File: config.mk
export PLATFORM = sky130hd
export DESIGN_NAME = router_demux4_flat
export DESIGN_NICKNAME = d
export VERILOG_FILES = /design/src/rtl/router_pkg.sv /design/src/rtl/router_demux4_if.sv /design/src/rtl/router_beat_fifo.sv /design/src/rtl/router_demux4.sv /design/src/flat_wrapper.sv
export SDC_FILE = /design/constraint.sdc
export NUM_CORES = 1
export LEC_CHECK = 0
export CAP_MARGIN = 30
export CORE_MARGIN = 5
export CORE_UTILIZATION = 50
export DETAILED_ROUTE_END_ITERATION = 10
export MAX_ROUTING_LAYER = met4
export PLACE_DENSITY = 0.82
export SYNTH_ARGS = -nofsm -noshare
export SYNTH_HDL_FRONTEND = slang
export SYNTH_HIERARCHICAL = 1
export SYNTH_SLANG_ARGS = --single-unit
File: constraint.sdc
create_clock -name CLK -period 4.1 [get_ports CLK]
set_input_delay 0.615 -clock CLK [delete_from_list [all_inputs] [get_ports CLK]]
set_output_delay 0.615 -clock CLK [all_outputs]
set_load 0.005 [all_outputs]
File: src/rtl/router_pkg.sv
// Shared types for the router ingress path: beat record, read-FSM states,
// and the saturating counter helper.
package router_pkg;

    localparam int DEST_W = 8;
    localparam int DATA_W = 64;

    typedef struct packed {
        logic [DATA_W-1:0] data;
        logic              hdr;
        logic              pld;
        logic              sof;
        logic              eof;
    } beat_t;

    typedef enum logic [1:0] {
        ST_IDLE,
        ST_FWD,
        ST_DROP
    } state_t;

    // Adds 0..2 events and sticks at all-ones.
    function automatic logic [15:0] sat_add(input logic [15:0] cnt, input logic [1:0] inc);
        logic [16:0] sum;
        sum = {1'b0, cnt} + {15'd0, inc};
        return sum[16] ? 16'hFFFF : sum[15:0];
    endfunction

endpackage

File: src/rtl/router_demux4_if.sv
// Ingress beat stream plus egress stream toward the output muxes for one source.
interface router_demux4_if #(
    parameter int NumPorts = 4
);
    import router_pkg::*;

    logic [DATA_W-1:0]   D;
    logic                D_HDR_VALID;
    logic                D_PLD_VALID;
    logic                D_SOF;
    logic                D_EOF;
    logic                D_BP;
    logic [DATA_W-1:0]   Q;
    logic [DEST_W-1:0]   Q_DEST;
    logic                Q_DEST_VALID;
    logic                Q_HDR_VALID;
    logic                Q_PLD_VALID;
    logic                Q_SOF;
    logic                Q_EOF;
    logic [NumPorts-1:0] Q_BP;
    logic [NumPorts-1:0] COLLISION;

    // Environment side: link receiver and output muxes.
    modport master (
        output D, D_HDR_VALID, D_PLD_VALID, D_SOF, D_EOF, Q_BP, COLLISION,
        input  D_BP, Q, Q_DEST, Q_DEST_VALID, Q_HDR_VALID, Q_PLD_VALID, Q_SOF, Q_EOF
    );

    modport slave (
        input  D, D_HDR_VALID, D_PLD_VALID, D_SOF, D_EOF, Q_BP, COLLISION,
        output D_BP, Q, Q_DEST, Q_DEST_VALID, Q_HDR_VALID, Q_PLD_VALID, Q_SOF, Q_EOF
    );

endinterface

File: src/rtl/router_beat_fifo.sv
// Synchronous beat FIFO with occupancy; a pop in the same cycle frees room for a push when full.
module router_beat_fifo
    import router_pkg::*;
#(
    parameter int Depth = 4,
    localparam int AW = $clog2(Depth)
) (
    input  logic        CLK,
    input  logic        RST,
    input  logic        push,
    input  beat_t       push_beat,
    input  logic        pop,
    output beat_t       head,
    output logic        empty,
    output logic        full,
    output logic [AW:0] count
);

    beat_t         mem [Depth];
    logic [AW-1:0] wr_ptr;
    logic [AW-1:0] rd_ptr;
    logic          wr_en;
    logic          rd_en;

    assign empty = (count == '0);
    assign full  = (count == (AW+1)'(Depth));
    assign rd_en = pop && !empty;
    assign wr_en = push && (!full || rd_en);
    assign head  = mem[rd_ptr];

    always_ff @(posedge CLK) begin
        if (RST) begin
            wr_ptr <= '0;
            rd_ptr <= '0;
            count  <= '0;
        end else begin
            if (wr_en) wr_ptr <= wr_ptr + 1'b1;
            if (rd_en) rd_ptr <= rd_ptr + 1'b1;
            count <= count + (AW+1)'(wr_en) - (AW+1)'(rd_en);
        end
    end

    always_ff @(posedge CLK) begin
        if (wr_en) mem[wr_ptr] <= push_beat;
    end

endmodule

File: src/rtl/router_demux4.sv
// Ingress frame distributor: buffers link beats, routes or discards whole frames,
// and presents them with a stable destination tag to every output mux.
module router_demux4
    import router_pkg::*;
#(
    parameter int NumPorts  = 4,
    parameter int DestLsb   = 56,
    parameter int FifoDepth = 4
) (
    input  logic          CLK,
    input  logic          RST,
    router_demux4_if.slave bus,
    output logic [15:0]   DROP_CNT,
    output logic [15:0]   COLL_CNT,
    output logic [15:0]   ERR_CNT
);

    localparam int AW = $clog2(FifoDepth);
    localparam int PW = (NumPorts > 1) ? $clog2(NumPorts) : 1;

    beat_t             in_beat;
    beat_t             head;
    logic              push, pop, empty, full, wr_ok;
    logic [AW:0]       count, count_n;
    state_t            state, state_n;
    logic              emit, latch_dest, drop_ev, disc_err, ovf_ev;
    logic [DEST_W-1:0] head_dest;
    logic [PW-1:0]     dest_idx;
    logic              coll_hit, coll_ev, coll_flag, coll_flag_n, sof_q, single_q;

    assign push    = bus.D_HDR_VALID | bus.D_PLD_VALID;
    assign in_beat = '{data: bus.D, hdr: bus.D_HDR_VALID, pld: bus.D_PLD_VALID,
                       sof: bus.D_SOF, eof: bus.D_EOF};

    router_beat_fifo #(.Depth(FifoDepth)) u_fifo (
        .CLK       (CLK),
        .RST       (RST),
        .push      (push),
        .push_beat (in_beat),
        .pop       (pop),
        .head      (head),
        .empty     (empty),
        .full      (full),
        .count     (count)
    );

    assign wr_ok     = push && (!full || pop);
    assign ovf_ev    = push && full && !pop;
    assign count_n   = count + (AW+1)'(wr_ok) - (AW+1)'(pop);
    assign head_dest = head.data[DestLsb +: DEST_W];
    assign dest_idx  = bus.Q_DEST[PW-1:0];

    always_comb begin
        state_n    = state;
        pop        = 1'b0;
        emit       = 1'b0;
        latch_dest = 1'b0;
        drop_ev    = 1'b0;
        disc_err   = 1'b0;
        case (state)
            ST_IDLE: if (!empty) begin
                pop = 1'b1;
                if (!head.sof) begin
                    disc_err = 1'b1;
                end else if (32'(head_dest) < NumPorts) begin
                    emit       = 1'b1;
                    latch_dest = 1'b1;
                    if (!head.eof) state_n = ST_FWD;
                end else begin
                    drop_ev = 1'b1;
                    if (!head.eof) state_n = ST_DROP;
                end
            end
            ST_FWD: if (!empty && !bus.Q_BP[dest_idx]) begin
                pop = 1'b1;
                // A nested SOF is junk; the open frame keeps going.
                if (head.sof) begin
                    disc_err = 1'b1;
                end else begin
                    emit = 1'b1;
                    if (head.eof) state_n = ST_IDLE;
                end
            end
            ST_DROP: if (!empty) begin
                pop = 1'b1;
                if (head.eof) state_n = ST_IDLE;
            end
            default: state_n = ST_IDLE;
        endcase
    end

    // single_q covers a one-beat frame whose collision report lands after its EOF.
    assign coll_hit    = bus.COLLISION[dest_idx] && (state == ST_FWD || sof_q);
    assign coll_ev     = (emit && state == ST_FWD && head.eof && (coll_flag || coll_hit))
                       || (single_q && coll_hit);
    assign coll_flag_n = (state == ST_FWD) && (state_n == ST_FWD) && (coll_flag || coll_hit);

    always_ff @(posedge CLK) begin
        if (RST) begin
            state            <= ST_IDLE;
            bus.D_BP         <= 1'b0;
            bus.Q            <= '0;
            bus.Q_DEST       <= '0;
            bus.Q_DEST_VALID <= 1'b0;
            bus.Q_HDR_VALID  <= 1'b0;
            bus.Q_PLD_VALID  <= 1'b0;
            bus.Q_SOF        <= 1'b0;
            bus.Q_EOF        <= 1'b0;
            coll_flag        <= 1'b0;
            sof_q            <= 1'b0;
            single_q         <= 1'b0;
            DROP_CNT         <= '0;
            COLL_CNT         <= '0;
            ERR_CNT          <= '0;
        end else begin
            state           <= state_n;
            // Two slots of headroom cover the upstream's one-cycle reaction.
            bus.D_BP        <= 32'(count_n) >= FifoDepth - 2;
            bus.Q_HDR_VALID <= emit && head.hdr;
            bus.Q_PLD_VALID <= emit && head.pld;
            bus.Q_SOF       <= emit && head.sof;
            bus.Q_EOF       <= emit && head.eof;
            if (emit)       bus.Q      <= head.data;
            if (latch_dest) bus.Q_DEST <= head_dest;
            if (latch_dest)     bus.Q_DEST_VALID <= 1'b1;
            else if (bus.Q_EOF) bus.Q_DEST_VALID <= 1'b0;
            coll_flag <= coll_flag_n;
            sof_q     <= emit && head.sof;
            single_q  <= emit && head.sof && head.eof;
            DROP_CNT  <= sat_add(DROP_CNT, {1'b0, drop_ev});
            COLL_CNT  <= sat_add(COLL_CNT, {1'b0, coll_ev});
            ERR_CNT   <= sat_add(ERR_CNT, 2'(ovf_ev) + 2'(disc_err));
        end
    end

endmodule

File: src/flat_wrapper.sv
// flat-port wrapper written by rule: the top's interface ports become plain ports
module router_demux4_flat import router_pkg::*;
#(
    parameter int NumPorts  = 4,
    parameter int DestLsb   = 56,
    parameter int FifoDepth = 4
)
  (CLK, RST, DROP_CNT, COLL_CNT, ERR_CNT, bus_D, bus_D_HDR_VALID, bus_D_PLD_VALID, bus_D_SOF, bus_D_EOF, bus_Q_BP, bus_COLLISION, bus_D_BP, bus_Q, bus_Q_DEST, bus_Q_DEST_VALID, bus_Q_HDR_VALID, bus_Q_PLD_VALID, bus_Q_SOF, bus_Q_EOF);
  router_demux4_if #(.NumPorts(NumPorts)) bus_i ();
  input  logic CLK;
  input  logic RST;
  output logic [15:0] DROP_CNT;
  output logic [15:0] COLL_CNT;
  output logic [15:0] ERR_CNT;
  input wire logic [$bits(bus_i.D)-1:0] bus_D;
  input wire logic [$bits(bus_i.D_HDR_VALID)-1:0] bus_D_HDR_VALID;
  input wire logic [$bits(bus_i.D_PLD_VALID)-1:0] bus_D_PLD_VALID;
  input wire logic [$bits(bus_i.D_SOF)-1:0] bus_D_SOF;
  input wire logic [$bits(bus_i.D_EOF)-1:0] bus_D_EOF;
  input wire logic [$bits(bus_i.Q_BP)-1:0] bus_Q_BP;
  input wire logic [$bits(bus_i.COLLISION)-1:0] bus_COLLISION;
  output wire logic [$bits(bus_i.D_BP)-1:0] bus_D_BP;
  output wire logic [$bits(bus_i.Q)-1:0] bus_Q;
  output wire logic [$bits(bus_i.Q_DEST)-1:0] bus_Q_DEST;
  output wire logic [$bits(bus_i.Q_DEST_VALID)-1:0] bus_Q_DEST_VALID;
  output wire logic [$bits(bus_i.Q_HDR_VALID)-1:0] bus_Q_HDR_VALID;
  output wire logic [$bits(bus_i.Q_PLD_VALID)-1:0] bus_Q_PLD_VALID;
  output wire logic [$bits(bus_i.Q_SOF)-1:0] bus_Q_SOF;
  output wire logic [$bits(bus_i.Q_EOF)-1:0] bus_Q_EOF;
  assign bus_i.D = bus_D;
  assign bus_i.D_HDR_VALID = bus_D_HDR_VALID;
  assign bus_i.D_PLD_VALID = bus_D_PLD_VALID;
  assign bus_i.D_SOF = bus_D_SOF;
  assign bus_i.D_EOF = bus_D_EOF;
  assign bus_i.Q_BP = bus_Q_BP;
  assign bus_i.COLLISION = bus_COLLISION;
  assign bus_D_BP = bus_i.D_BP;
  assign bus_Q = bus_i.Q;
  assign bus_Q_DEST = bus_i.Q_DEST;
  assign bus_Q_DEST_VALID = bus_i.Q_DEST_VALID;
  assign bus_Q_HDR_VALID = bus_i.Q_HDR_VALID;
  assign bus_Q_PLD_VALID = bus_i.Q_PLD_VALID;
  assign bus_Q_SOF = bus_i.Q_SOF;
  assign bus_Q_EOF = bus_i.Q_EOF;
  router_demux4 #(.NumPorts(NumPorts), .DestLsb(DestLsb), .FifoDepth(FifoDepth)) u_core (.CLK(CLK), .RST(RST), .bus(bus_i), .DROP_CNT(DROP_CNT), .COLL_CNT(COLL_CNT), .ERR_CNT(ERR_CNT));
endmodule
---- Word level (Yosys, flattened, before mapping) ----
Memories as Yosys holds them, arrays and structs flattened. A register that Yosys moved wholly into a read port is not among the register bits.
Index checks and enable logic that the tools add are counted.
storage, ports and cells
  register bits ........................... 137
  latch bits .............................. 0
  RAM bits ................................ 272
  ROM bits ................................ 0
  input bits .............................. 78
  output and inout port bits .............. 126
  memories ................................ 1
cells by class
  add/subtract/negate cells ............... 10
  $mul .................................... 0
  div/mod/pow operators ................... 0
  order comparisons ....................... 3
  eq/ne operators ......................... 4
  shifts and indexed selects .............. 0
  muxes and demuxes ....................... 41
  bitwise logic cells ..................... 1
  reduce and logical (&&, ||, !) cells .... 31
memories
  memory             words  width  rd ports  clocked after memory_dff  write ports  line                    RTL
  u_core.u_fifo.mem  4      68     1         1                         1            router_beat_fifo.sv:19  beat_t mem [Depth];
operators by type and width
  operator                                                            count
  2-to-1 mux 16 bit                                                   3
  adder 16 x 1 -> 17 bit                                              2
  2-to-1 mux 2 bit                                                    11
  2-to-1 mux 1 bit                                                    21
  logical AND 1 bit                                                   18
  adder 16 x 2 -> 17 bit                                              1
  < comparator 8 x 3 -> 1 bit (second input constant)                 1
  adder 3 x 1 -> 3 bit                                                2
  case mux 1 bit (2 select lines)                                     3
  case mux 2 bit (3 select lines)                                     1
  subtractor 3 x 1 -> 3 bit                                           2
  logical OR 1 bit                                                    5
  adder 2 x 1 -> 2 bit (second input constant)                        2
  binary-select mux 1 bit (select 2 bit)                              2
  equality test 2 x 1 -> 1 bit (second input constant)                2
  zero test 1 bit                                                     4
  equality test 3 bit (second input constant)                         1
  greater-or-equal comparator 3 x 2 -> 1 bit (second input constant)  1
  zero test 3 bit                                                     1
  < comparator 2 x 3 -> 1 bit (second input constant)                 1
  adder 1 x 1 -> 2 bit                                                1
  equality test 2 bit (second input constant)                         1
  zero test 2 bit                                                     1
  nonzero test 2 bit                                                  1
  2 further kinds                                                     2

---- Depth between registers and ports, before layout ----
  depth after elaboration ................. 12
  mapped depth ............................ 15
  mapped depth without buffers ............ 11

---- Hierarchy ----
Netlist, hierarchy kept.
by module, submodules not included
  module            times used  cells an instance  area an instance (um^2)  seq. area each (um^2)
  router_beat_fifo  1           403                10307.4                  8348.0
  router_demux4     1           775                6638.9                   2602.5

---- Least setup slack after synthesis ----
OpenSTA, ideal clock, no wires.
  kind .................................... input to register
  start ................................... input bus_Q_BP[3]
  end ..................................... memory u_core/u_fifo/mem[2][0] (netlist name) (enable)
  arrival time ............................ 3.396 ns
  setup slack ............................. 0.271 ns
  stages on the path ...................... 5
  path through ............................ mux4_2 o22ai_1 inv_1 a21boi_2 and2_1
between the ends
  cells in the longest elaborated chain, start to end .. 11
RTL lines
  what                                    line                    RTL
  start: declaration                      flat_wrapper.sv:20      input wire logic [$bits(bus_i.Q_BP)-1:0] bus_Q_BP;
  binary-select mux 1 bit (select 2 bit)  router_demux4.sv:74     ST_FWD: if (!empty && !bus.Q_BP[dest_idx]) begin
  2-to-1 mux 1 bit (implied by the code)  router_demux4.sv:74
  zero test 1 bit                         router_demux4.sv:74
  logical AND 1 bit                       router_demux4.sv:74
  2-to-1 mux 1 bit                        router_demux4.sv:74
  case mux 1 bit (2 select lines)         router_demux4.sv:60     case (state)
  net u_core.pop                          router_demux4.sv:23     logic push, pop, empty, full, wr_ok;
  logical AND 1 bit                       router_beat_fifo.sv:27  assign rd_en = pop && !empty;
  logical OR 1 bit                        router_beat_fifo.sv:28  assign wr_en = push && (!full || rd_en);
  logical AND 1 bit                       router_beat_fifo.sv:28
  2-to-1 mux 1 bit                        router_beat_fifo.sv:44  if (wr_en) mem[wr_ptr] <= push_beat;
  2-to-1 mux 1 bit (implied by the code)  router_beat_fifo.sv:44
  end: declaration                        router_beat_fifo.sv:19
The timed path passes the listed nets, and every way through them passes these cells. The select of a mux whose other input is x is not followed.

---- Final worst setup path ----
  start ................................... register u_core.u_fifo.count[1]
  end ..................................... register u_core.ERR_CNT[3]
between the ends
  cells in the longest elaborated chain, start to end .. 10
RTL lines
  what                             line                    RTL
  start: declaration               router_beat_fifo.sv:16  output logic [AW:0] count
  start signal: assignment         router_beat_fifo.sv:39  count <= count + (AW+1)'(wr_en) - (AW+1)'(rd_en);
  zero test 3 bit *                router_beat_fifo.sv:25  assign empty = (count == '0);
  net u_core.empty                 router_demux4.sv:23
  zero test 1 bit                  n/a
  logical AND 1 bit                router_demux4.sv:74
  2-to-1 mux 1 bit                 router_demux4.sv:74
  case mux 1 bit (2 select lines)  router_demux4.sv:60
  zero test 1 bit                  router_demux4.sv:48     assign ovf_ev = push && full && !pop;
  logical AND 1 bit                router_demux4.sv:48
  adder 1 x 1 -> 2 bit *           router_demux4.sv:132    ERR_CNT <= sat_add(ERR_CNT, 2'(ovf_ev) + 2'(disc_err));
  adder 16 x 2 -> 17 bit *         router_pkg.sv:25        sum = {1'b0, cnt} + {15'd0, inc};
  2-to-1 mux 16 bit *              router_pkg.sv:26        return sum[16] ? 16'hFFFF : sum[15:0];
  end signal: assignment           router_demux4.sv:132
  end: declaration                 router_demux4.sv:15     output logic [15:0] ERR_CNT
Mark *: on every way through the listed nets, which the timed path passes. The rest lies on a longest branch.
A chain may end at the register's enable or synchronous reset.

==> flow_summary.ini <==
[outcome]
status = finished clean

[timing]
max_freq_mhz = 284
min_period_ns = 3.52
skew_ns = 0.0255
fin_tns_setup_ns = 0
hold_viol_final = 0
slew_viol_final = 0
fin_crit_sh = 0.858
rsz0062_at_grt = false
max_slew_margin = 0.362
setup_viol = 0
tightest_slew_ns = 0.956

[clocking]
clk_pin_slew_ns = 0.06
cts_buffer_depth = 3
cts_tree = yes
cts_sinks = 411
worstSkewPairLatency_ns = 0.55
cts-root-buf = clkbuf_16
cts_repair_resize_count = 0
hold_buffers = 0
post_cts_buffers = 0
cts_buffers = 42
htreeDepth = 2

[detailed_routing]
ant_nets = 0
wl_per_cell_microns = 21.9
vias = 11200
wl_microns = 40500
drc = 0
dr.pass1.iters = 5
drt-initial-drc-count = 945
viasPerCell = 6.07

[place]
dpl.cell_count = 1764
dp_hpwl_microns = 24900
port_buffers = 203
place_congestion = 0.844

[critical_path]
worstPathArrival_ns = 3.88
cp-start-kind = flip-flop
slowest_delay_ns = 0.66
cpLargestDelayFamily = simple AND/OR/NAND/NOR gates
cp-end-kind = flip-flop
cpMaxStageDelayCell = buf_4
crit_fanout = 64
cp_data_required_time_ns = 4.46
worstSetupPathType = flip-flop to flip-flop
crit_buf_inv = 1
path_cells = nor3_1 -> or2_2 -> buf_4 -> nor2_1 -> fa_1 -> ha_1 -> nand4_1 -> nor2_1 -> nand4_1 -> a21oi_1

[floorplan]
die_w_microns = 194
rows = 67
initial_utilization = 0.505
pin_count = 204
die_y_microns = 194
core-area_sq_um = 33500
fp.dieArea_sq_um = 37700

[layout]
layout_common_cells = 272 x edfxtp_1, 202 x clkdlybuf4s50_1, 137 x dfxtp_1
areaGrowthSynthToFinish_pct = 23.4
drive_gt1_frac = 0.159
nets = 1452
mostFrequentLayoutCell = edfxtp_1
final_util = 0.624
final_cells = 1847

[synthesis]
synth_fp_nets = 1270
syn_area_sq_um = 16900
synth_warnings = 6
synth_enable_flop_cells = 272
yosysTopAreaCell = edfxtp_1
async_flop_share = 0
synth_area_leaders = edfxtp_1 48%, dfxtp_1 16%, mux4_2 9.2%
synthFlopType = edfxtp_1
synth_cells = 1178
synth.yosys.seq_area_share = 0.646
ys_ff_latch = 411
ys_types = 57
syn-mean-instance-area_sq_um = 14.4
synth_top_area_frac = 0.482

[global_route]
grt_usage = 0.216
grt_max_degree = 96
first_global_vias = 11200
grt_overflow = 0
grt_pass1_wl_microns = 63700
antenna_found_initial = 5

[job]
drv_cap = 0

[pwr]
p_leak_nw = 7.20
ir_drop_mv = 0.382
p_per_area_nw_per_um2 = 555

[hold_path]
hold_path_class = flip-flop to flip-flop
layer usage:
metal | vias up | share of wire | global-route usage
met4 | 0 | 0.023 | 0.0570
met1 | 5594 | 0.40 | 0.285
met3 | 72 | 0.080 | 0.0389
li1 | 5035 | - | -
met2 | 514 | 0.50 | 0.349
met5 | - | 0 | -
path summary, 6_finish.rpt:
| path | slack [ns] | start | cells past startpoint | endpoint |
|---|---|---|---|---|
| worst min-delay path | 0.47 | u_core/bus.Q_DEST_VALID$_SDFFE_PP0P_ | 2 | u_core/bus.Q_DEST_VALID$_SDFFE_PP0P_ |
| worst min register to register | 0.47 | u_core/bus.Q_DEST_VALID$_SDFFE_PP0P_ | 2 | u_core/bus.Q_DEST_VALID$_SDFFE_PP0P_ |
| worst max register to register | 0.58 | u_core/u_fifo/count[1]$_SDFF_PP0_ | 10 | u_core/ERR_CNT[3]$_SDFF_PP0_ |
| worst max-delay path | 0.58 | u_core/u_fifo/count[1]$_SDFF_PP0_ | 10 | u_core/ERR_CNT[3]$_SDFF_PP0_ |
logic make-up (layout without fill, tap and decap cells):
group,count (synthesis),count (layout),share of synthesized area
simple gates,412,412,0.144
flops,411,411,0.646
compound gates,132,132,0.0579
buf+inv,108,324,0.0309
mux,74,74,0.0957
xor+xnor,27,27,0.0140
fa+ha+maj,14,14,0.0117
other cells,0,5,0
per-stage QoR:
step                      setup WS [ns]  hold slack (ns)  power [mW]  area, sq um
final                             0.583            0.475        11.6        20900
after global routing              0.203            0.511        12.1        20900
after CTS                         0.595            0.478        11.7        20900
after detailed placement          0.347            0.468        7.74        19500
after global placement            0.435            0.458        7.66        19400
after floorplan                   0.271            0.466        6.93        16900
worst register-to-register path, delay by kind of cell, from the launching register on:
family | cells | cell delay, ns
and+or+nand+nor | 6 | 1.44
adders and majority gates | 2 | 0.69
buffers and inverters | 1 | 0.66
DFF | 1 | 0.42
AOI/OAI and AO/OA | 1 | 0.14
area by class of cell:
class                           instances  area [sq um]
Fill cell                            2429         12600
Sequential cell                       411         11000
Multi-Input combinational cell        659          5500
Timing Repair Buffer                  230          2390
Clock buffer                           58          1190
Tap cell                              448           561
Clock inverter                         20           245
Inverter                               16          62.6
Antenna cell                            5          12.5
power breakdown:
group / leakage [nW] / internal [mW] / switching [mW] / total (mW)
Clock: 0.718 / 2.36 / 1.57 / 3.94
Sequential: 3.65 / 5.04 / 0.227 / 5.27
Combinational: 2.84 / 1.02 / 1.39 / 2.41
Total: 7.20 / 8.43 / 3.19 / 11.6
cell usage after synthesis, types with 5 or more instances:
library cell  instances
edfxtp_1            272
dfxtp_1             139
nand2_1              80
nand3_1              80
and3_1               75
mux4_2               69
clkbuf_1             62
a32oi_1              58
a21oi_1              37
nor2_1               36
or4b_1               33
or4b_2               29
nand4_1              18
xnor2_1              17
inv_1                16
nor3_1               14
ha_1                 11
xor2_1               10
buf_2                 9
nor4_1                9
a31oi_1               8
buf_4                 8
or2_2                 8
and2_1                7
nand2b_1              6
nor2b_1               6
a211oi_1              5
a31o_2                5
flip-flops by register name, indices dropped and copies added (netlist names), 2 cells and up, named ones only:
signal / flops
u_core/COLL_CNT: 16
u_core/bus.Q: 64
u_core/u_fifo/count: 3
u_core/u_fifo/mem: 272
u_core/ERR_CNT: 16
u_core/u_fifo/wr_ptr: 2
u_core/u_fifo/rd_ptr: 2
u_core/state: 2
u_core/bus.Q_DEST: 8
u_core/DROP_CNT: 16
(Power assumes the default switching activity.)
